## src/rtl/uart_tx_mmio_pkg.sv

```systemverilog
// uart_tx_mmio_pkg: register offsets, status bit positions and serializer states
package uart_tx_mmio_pkg;
   localparam logic REG_DATA   = 1'b0;
   localparam logic REG_STATUS = 1'b1;
   localparam int ST_FULL      = 0;
   localparam int ST_BUSY      = 1;
   localparam int ST_OVF       = 2;
   localparam int ST_COUNT_LSB = 8;
   typedef enum logic [1:0] {
      S_IDLE  = 2'd0,
      S_START = 2'd1,
      S_DATA  = 2'd2,
      S_STOP  = 2'd3
   } tx_state_e;
endpackage

```

## src/rtl/sync_fifo.sv

```systemverilog
// sync_fifo: single-clock FIFO with combinational head; push ignored when full, pop ignored when empty
module sync_fifo #(
   parameter int WIDTH = 8,
   parameter int DEPTH = 16
) (
   input  logic                     clk,
   input  logic                     reset,
   input  logic                     push,
   input  logic                     pop,
   input  logic [WIDTH-1:0]         din,
   output logic [WIDTH-1:0]         dout,
   output logic                     full,
   output logic                     empty,
   output logic [$clog2(DEPTH):0]   count
);
   localparam int AW = $clog2(DEPTH);
   logic [WIDTH-1:0] mem_q [DEPTH];
   logic [AW-1:0] rd_q, rd_d, wr_q, wr_d;
   logic [AW:0] cnt_q, cnt_d;
   logic push_ok, pop_ok;
   assign full    = cnt_q == (AW+1)'(DEPTH);
   assign empty   = cnt_q == '0;
   assign push_ok = push & ~full;
   assign pop_ok  = pop & ~empty;
   assign dout    = mem_q[rd_q];
   assign count   = cnt_q;
   always_comb begin
      wr_d  = push_ok ? wr_q + AW'(1) : wr_q;
      rd_d  = pop_ok ? rd_q + AW'(1) : rd_q;
      cnt_d = cnt_q + (AW+1)'(push_ok) - (AW+1)'(pop_ok);
   end
   always_ff @(posedge clk) begin
      if (push_ok) mem_q[wr_q] <= din;
      if (reset) begin
         rd_q  <= '0;
         wr_q  <= '0;
         cnt_q <= '0;
      end else begin
         rd_q  <= rd_d;
         wr_q  <= wr_d;
         cnt_q <= cnt_d;
      end
   end
endmodule

```

## src/rtl/uart_tx_mmio.sv

```systemverilog
// uart_tx_mmio: memory-mapped 8N1 UART transmitter with byte FIFO and polled status
module uart_tx_mmio
   import uart_tx_mmio_pkg::*;
#(
   parameter int DEPTH  = 16,
   parameter int CLKDIV = 16
) (
   input  logic        clk,
   input  logic        reset,
   input  logic        cs,
   input  logic        addr,
   input  logic        we,
   input  logic [31:0] wdata,
   output logic [31:0] rdata,
   output logic        txd,
   output logic        irq_empty
);
   localparam int TW = $clog2(CLKDIV);
   localparam int CW = $clog2(DEPTH) + 1;
   tx_state_e state_q, state_d;
   logic [7:0] sh_q, sh_d, head;
   logic [2:0] bit_q, bit_d;
   logic [TW-1:0] tmr_q, tmr_d;
   logic txd_q, txd_d, irq_q, irq_d, ovf_q, ovf_d;
   logic data_wr, stat_wr, pop, full, empty, tmr_last, unused_wdata;
   logic [CW-1:0] count;
   logic [31:0] status;
   assign data_wr      = cs & we & (addr == REG_DATA);
   assign stat_wr      = cs & we & (addr == REG_STATUS);
   assign tmr_last     = tmr_q == TW'(CLKDIV - 1);
   assign unused_wdata = ^wdata[31:8];
   assign txd          = txd_q;
   assign irq_empty    = irq_q;
   sync_fifo #(.WIDTH(8), .DEPTH(DEPTH)) u_fifo (
      .clk   (clk),
      .reset (reset),
      .push  (data_wr),
      .pop   (pop),
      .din   (wdata[7:0]),
      .dout  (head),
      .full  (full),
      .empty (empty),
      .count (count)
   );
   always_comb begin
      state_d = state_q;
      sh_d    = sh_q;
      bit_d   = bit_q;
      tmr_d   = tmr_q + TW'(1);
      pop     = 1'b0;
      case (state_q)
         S_IDLE: begin
            tmr_d = '0;
            if (!empty) begin
               pop     = 1'b1;
               sh_d    = head;
               state_d = S_START;
            end
         end
         S_START: if (tmr_last) begin
            tmr_d   = '0;
            bit_d   = '0;
            state_d = S_DATA;
         end
         S_DATA: if (tmr_last) begin
            tmr_d   = '0;
            sh_d    = sh_q >> 1;
            bit_d   = bit_q + 3'd1;
            state_d = bit_q == 3'd7 ? S_STOP : S_DATA;
         end
         S_STOP: if (tmr_last) begin
            // chain straight into the next start bit when more data is queued
            tmr_d   = '0;
            pop     = ~empty;
            sh_d    = head;
            state_d = empty ? S_IDLE : S_START;
         end
         default: state_d = S_IDLE;
      endcase
      txd_d = state_d == S_START ? 1'b0 : state_d == S_DATA ? sh_d[0] : 1'b1;
      irq_d = (state_d == S_IDLE) & empty & ~data_wr;
      ovf_d = (ovf_q & ~(stat_wr & wdata[2])) | (data_wr & full);
   end
   always_comb begin
      status                      = '0;
      status[ST_FULL]             = full;
      status[ST_BUSY]             = ~empty | (state_q != S_IDLE);
      status[ST_OVF]              = ovf_q;
      status[ST_COUNT_LSB +: 8]   = 8'(count);
      rdata = (cs && addr == REG_STATUS) ? status : '0;
   end
   always_ff @(posedge clk) begin
      if (reset) begin
         state_q <= S_IDLE;
         sh_q    <= '0;
         bit_q   <= '0;
         tmr_q   <= '0;
         txd_q   <= 1'b1;
         irq_q   <= 1'b1;
         ovf_q   <= 1'b0;
      end else begin
         state_q <= state_d;
         sh_q    <= sh_d;
         bit_q   <= bit_d;
         tmr_q   <= tmr_d;
         txd_q   <= txd_d;
         irq_q   <= irq_d;
         ovf_q   <= ovf_d;
      end
   end
endmodule

```

## config.mk

```make
export PLATFORM = sky130hd
export DESIGN_NAME = uart_tx_mmio
export DESIGN_NICKNAME = d
export VERILOG_FILES = /design/src/rtl/uart_tx_mmio_pkg.sv /design/src/rtl/sync_fifo.sv /design/src/rtl/uart_tx_mmio.sv
export SDC_FILE = /design/constraint.sdc
export NUM_CORES = 1
export LEC_CHECK = 0
export ABC_AREA = 1
export CORE_AREA = 3 3 124 126
export CTS_CLUSTER_SIZE = 12
export DETAILED_ROUTE_END_ITERATION = 12
export DIE_AREA = 0 0 127 129
export PLACE_DENSITY = 0.74
export SKIP_CTS_REPAIR_TIMING = 1
export SLEW_MARGIN = 20
export SYNTH_ARGS = -nofsm -noshare
export SYNTH_HDL_FRONTEND = slang
export SYNTH_SLANG_ARGS = --single-unit
```

## constraint.sdc

```tcl
create_clock -name clk -period 2.7 [get_ports clk]
set_input_delay 0.675 -clock clk [delete_from_list [all_inputs] [get_ports clk]]
set_output_delay 0.675 -clock clk [all_outputs]
set_load 0.005 [all_outputs]
```

# After elaboration in Yosys (flattened, before gate mapping)

Memories as Yosys holds them, arrays and structs flattened. A register that Yosys moved wholly into a read port is not among the register bits.
Cells that the tools add are included.

Register bits after elaboration: 33
Latch bits: 0
Bits in writable memories: 128
Memory bits (read-only): 0
Output and inout port bits: 34
Logic and storage cells: 83
Memories: 1

$add $sub $neg: 6
Multiply operators: 0
Div/mod/pow operators: 0
Order comparisons: 0
Eq/ne operators: 12
Shifts and indexed selects: 0
Multiplexer cells: 26
Bitwise operators: 17
Reduce and logical (&&, ||, !) cells: 10

Memory list:

| name         | depth | bits a word | read ports | clocked after Yosys merged registers in | write ports | RTL line        | RTL |
|---|---|---|---|---|---|---|---|
| u_fifo.mem_q | 16    | 8           | 1          | 1                                       | 1           | sync_fifo.sv:17 | `logic [WIDTH-1:0] mem_q [DEPTH];` |

Operators with widths:

| operator            | number |
|---|---|
| $mux 8              | 3 |
| $pmux 8 s3          | 1 |
| $mux 13             | 1 |
| $add 4x1->4 const B | 3 |
| $mux 4              | 3 |
| $and 1x1->1         | 10 |
| $mux 1              | 8 |
| $mux 2              | 4 |
| $ne 2x2->1 const B  | 4 |
| $pmux 2 s4          | 1 |
| $pmux 4 s2          | 1 |
| $eq 2x2->1 const B  | 3 |
| $mux 3              | 2 |
| $pmux 3 s2          | 1 |
| $add 5x1->5         | 1 |
| $eq 5x5->1 const B  | 1 |
| $logic_not 5->1     | 1 |
| $not 1->1           | 5 |
| $sub 5x1->5         | 1 |
| $eq 2x1->1 const B  | 2 |
| $eq 4x4->1 const B  | 1 |
| $logic_not 2->1     | 2 |
| $reduce_and 4->1    | 1 |
| $reduce_bool 2->1   | 2 |
| 8 further kinds     | 9 |

# Longest topological paths before layout

Depth after elaboration: 7
Mapped depth: 14

# Modules after synthesis

From an unflattened synthesis, not the netlist that was laid out.

Cell total of the unflattened synthesis: 843
Area total of the unflattened synthesis: 7759.9 um^2

Modules (own cells, without submodules):

| module       | times used | cells an instance | area an instance (um^2) |
|---|---|---|---|
| sync_fifo    | 1          | 650               | 6432.4 |
| uart_tx_mmio | 1          | 193               | 1327.5 |

# Least setup slack after synthesis

No wires, ideal clock.

Kind: register to register
Start: register tmr_q[0]
End: register u_fifo.cnt_q[4] (netlist: u_fifo.count[4])
Arrival: 2358 ps
Required time: 2572 ps
Slack: 213 ps
Cell stages (with the launch flop): 15
Path buffers: 0
Clock period less this slack: 2487 ps
Path through: dfxtp_1 -> ha_1 -> nand3_2 -> nor2_1 -> nor2_1 -> nor3_2 -> ha_1 -> inv_1 -> ha_1 -> inv_1 -> fa_1 -> nor3_1 -> a211oi_1 -> o21ai_0 -> a21oi_1

Word-level cells in the longest chain between the ends: 5

RTL lines:

| element                | RTL line            | RTL |
|---|---|---|
| from (decl)            | uart_tx_mmio.sv:23  | `logic [TW-1:0] tmr_q, tmr_d;` |
| from (signal assigned) | uart_tx_mmio.sv:105 | `tmr_q <= tmr_d;` |
| $eq 4x4->1             | uart_tx_mmio.sv:30  | `assign tmr_last = tmr_q == TW'(CLKDIV - 1);` |
| $mux 1                 | uart_tx_mmio.sv:71  | `S_STOP: if (tmr_last) begin` |
| $pmux 1 s2             | uart_tx_mmio.sv:51  | `case (state_q)` |
| $and 1x1->1            | sync_fifo.sv:24     | `assign pop_ok = pop & ~empty;` |
| $sub 5x1->5            | sync_fifo.sv:30     | `cnt_d = cnt_q + (AW+1)'(push_ok) - (AW+1)'(pop_ok);` |
| to (signal assigned)   | sync_fifo.sv:41     | `cnt_q <= cnt_d;` |
| to (decl)              | sync_fifo.sv:19     | `logic [AW:0] cnt_q, cnt_d;` |

Every way passes these cells.
A chain may end at the register's enable or synchronous reset.

# Final worst setup path

Start: input cs
End: output rdata[10]

Word-level cells in the longest chain between the ends: 2

RTL lines:

| element           | RTL line           | RTL |
|---|---|---|
| from (decl)       | uart_tx_mmio.sv:10 | `input logic cs,` |
| $logic_and 1x1->1 | uart_tx_mmio.sv:90 | `rdata = (cs && addr == REG_STATUS) ? status : '0;` |
| $mux 13           | uart_tx_mmio.sv:90 |  |
| to (decl)         | uart_tx_mmio.sv:14 | `output logic [31:0] rdata,` |

Every way passes these cells.

==> key figures <==
Clock tree
  – Clock Tree Buf Depth: 2
  – CTS tree: yes
  – Worst-Skew Late Latency: 420 ps
  – H-tree Lvls: 4
  – CTS buffer count: 17
  – Root buf cell: clkbuf_16
  – CTS clk-pin slew, worst paths: 60 ps
  – Clock sinks: 165

Power and ir drop
  – Clock share of power: 32.0%
  – NetSw: 0.00253 W
  – Leakage: 3.17 nW
  – Power Density: 920 mW/mm^2
  – Part of the power in combinational logic: 29.0%
  – Switch share: 33.0%
  – Sequential share of power: 39.0%
  – P_int: 0.00515 W
  – Max VDD drop: 0.000555 V

Drt
  – Routed WL: 16.1 mm
  – Vias: 5152
  – Mean number of vias per cell: 5.52
  – WL/cell: 17.3 um
  – DRC Markers: 0
  – Final ANT Viol Nets: 0
  – DRT Pass-1 Iters: 5
  – Drt initial violations: 460

Floorplanning
  – Core region area: 0.0144 sq mm
  – DIE WIDTH: 127 um
  – Boundary pin count: 71
  – Std-Cell Rows: 44
  – Die ar.: 0.0164 sq mm
  – Starting density of the core: 50.2%
  – Die span in y: 129 um

Placed design
  – Final HPWL from detailed placement: 10.2 mm
  – DP Cell Count: 900
  – RePlAce Congestion: 0.875
  – PortBufs: 22
  – Pre-CTS setup slack: -66.0 ps

Layout
  – Area taken by multi-input logic gates: 0.00225 sq mm
  – NumNets Final: 793
  – Number of fillers in the final layout: 1141
  – Share of cells above drive strength 1: 13.5%
  – Fin cells: 933
  – Ant diodes: 0
  – Core Util, Final: 57.9%
  – Area delta synth->final: 15.4%
  – FF/Latch Area: 0.00459 sq mm

Global route
  – First-pass GRT wire length: 25.2 mm
  – GRT Overall Usage: 20.0%
  – Vias in the first global route: 4959
  – Largest net degree at the start of global routing: 75
  – Initial antenna violation count: 0
  – Total grt overflow: 0

Worst setup path
  – FF-to-FF Start: state_q[1]
  – Worst r2r dst: u_fifo.count[4]
  – Critical Path Source Type: input pin
  – Worst path required time: 2030 ps
  – Max FO, Critical Path: 8
  – Flop-to-flop setup slack: 140 ps
  – Critical path class: in2out
  – End point of the critical path: rdata[10]
  – Worst setup path start: cs
  – Cells on worst reg2reg path: 14
  – WP data arrival: 1960 ps
  – CP Capture Type: output port

STA
  – Setup Viol. Count Final: 0
  – Period utilization: 97.7%
  – Final Slew Violations: 0
  – F_max: 379 MHz
  – Setup WS post-layout: 60.8 ps
  – Slew HR: 50.3%
  – Clk_skew: 8.87 ps
  – Worst slew pin tran: 746 ps
  – Fin. Hold Viols: 0
  – Post-layout min period: 2640 ps
  – Hold WS: 460 ps

Yosys
  – Mapped Area: 0.00723 sq mm
  – Post-synth EDFFs: 128
  – Post-synthesis sequential element count: 165
  – Yosys cell types: 37
  – Yosys synthesis warning count: 0
  – Post-synth ARST share: 0%
  – Top_reg_cell synth: edfxtp_1
  – Synthesized instance count: 692
  – Syn_area_per_cell: 10.5 sq um
  – Sequential share of the synthesized area: 63.4%

Flow run
  – Max-Cap Viols: 0

Hold path
  – Hold Path Class: reg2reg
  – Hold Startpoint: tmr_q[0]

Outcome
  – Status: complete, no violations
## worst min-delay path by stage
stage	slack (ps)	depth (start not counted)	to
floorplan	420	1	tmr_q[0]
CTS	470	2	bit_q[2]
global route	470	1	tmr_q[0]
global placement	430	1	tmr_q[0]
finish	460	1	tmr_q[0]
detailed placement	470	2	bit_q[2]
## metal layers
layer	vias up	global-route usage, %	wire length (um)
met5	-	0	0
met4	0	8.33	349
met3	28	3.49	1020
met2	217	34.4	8250
met1	2492	25.3	6500
li1	2415	-	-
## worst max-delay path: stages
cell and delay (ps):
clkdlybuf4s50_1 510, nand2_2 140, nor2_1 130, clkdlybuf4s50_1 510
## layout by cell type (no fill, tap or decap), types with 21 or more instances in the layout
master	n
nand3_1	62
nor2_1	84
edfxtp_1	128
a21oi_1	46
inv_1	44
clkdlybuf4s50_1	21
nand2_1	120
dfxtp_1	31
conb_1	24
buf_4	33
o21ai_0	45
## area by class of cell
cell class / count / area share (%)
clock buffer: 17 / 5.10
clock inverter: 14 / 2.13
inverter: 52 / 2.34
multi-input combinational: 446 / 27.0
sequential: 165 / 55.0
tap: 184 / 2.76
timing repair buffer: 55 / 5.64
## synth_stat cells (2+ instances only)
master    instances  area, sq um
inv_1            47          176
a21oi_1          46          230
o211ai_1          7         52.6
edfxtp_1        128         3840
buf_2            14         70.1
clkbuf_1          7         26.3
dfxtp_1          37          741
o21ai_1           3         15.0
nand2_2           4         25.0
o21ai_0          45          225
nor2_1           86          323
buf_4            31          233
nor2_4            3         33.8
nor3_1            4         20.0
or2_2             2         12.5
a31oi_1           2         12.5
nand2_1         121          454
inv_2             5         18.8
ha_1             18          225
nand3_1          62          310
o221ai_1          4         35.0
## sequential cells by signal (all words and copies together) (netlist names), named ones only
register / cells
u_fifo.mem_q: 128
u_fifo.count: 5
u_fifo.rd_q: 4
sh_q: 8
bit_q: 3
txd: 1
irq_empty: 1
state_q: 2
ovf_q: 1
u_fifo.wr_q: 4
tmr_q: 4
## power groups by stage
stage	combinational [W]	sequential, W	clock (W)
floorplan	0.00160	0.00301	0
global placement	0.00202	0.00302	0
detailed placement	0.00210	0.00303	0
CTS	0.00214	0.00298	0.00249
global route	0.00250	0.00300	0.00259
finish	0.00223	0.00299	0.00246
## stage by stage
step | area, sq um | power (W) | setup TNS (ps)
after CTS | 8280 | 0.00760 | -54.4
final | 8350 | 0.00768 | 0
after detailed placement | 7680 | 0.00513 | -72.7
after global placement | 7680 | 0.00504 | -36.6
after global routing | 8350 | 0.00809 | -40.8
after floorplan | 7320 | 0.00460 | 0
## cells by family after synthesis
| group | count (synthesis) | share of synthesized area (%) |
|---|---|---|
| compound gates | 112 | 8.41 |
| xor+xnor | 2 | 0.242 |
| other cells | 1 | 0.0518 |
| fa+ha+maj | 19 | 3.39 |
| flops | 165 | 63.4 |
| simple gates | 289 | 17.3 |
| buf+inv | 104 | 7.25 |
Note: power is estimated with default switching activity, not from simulation.
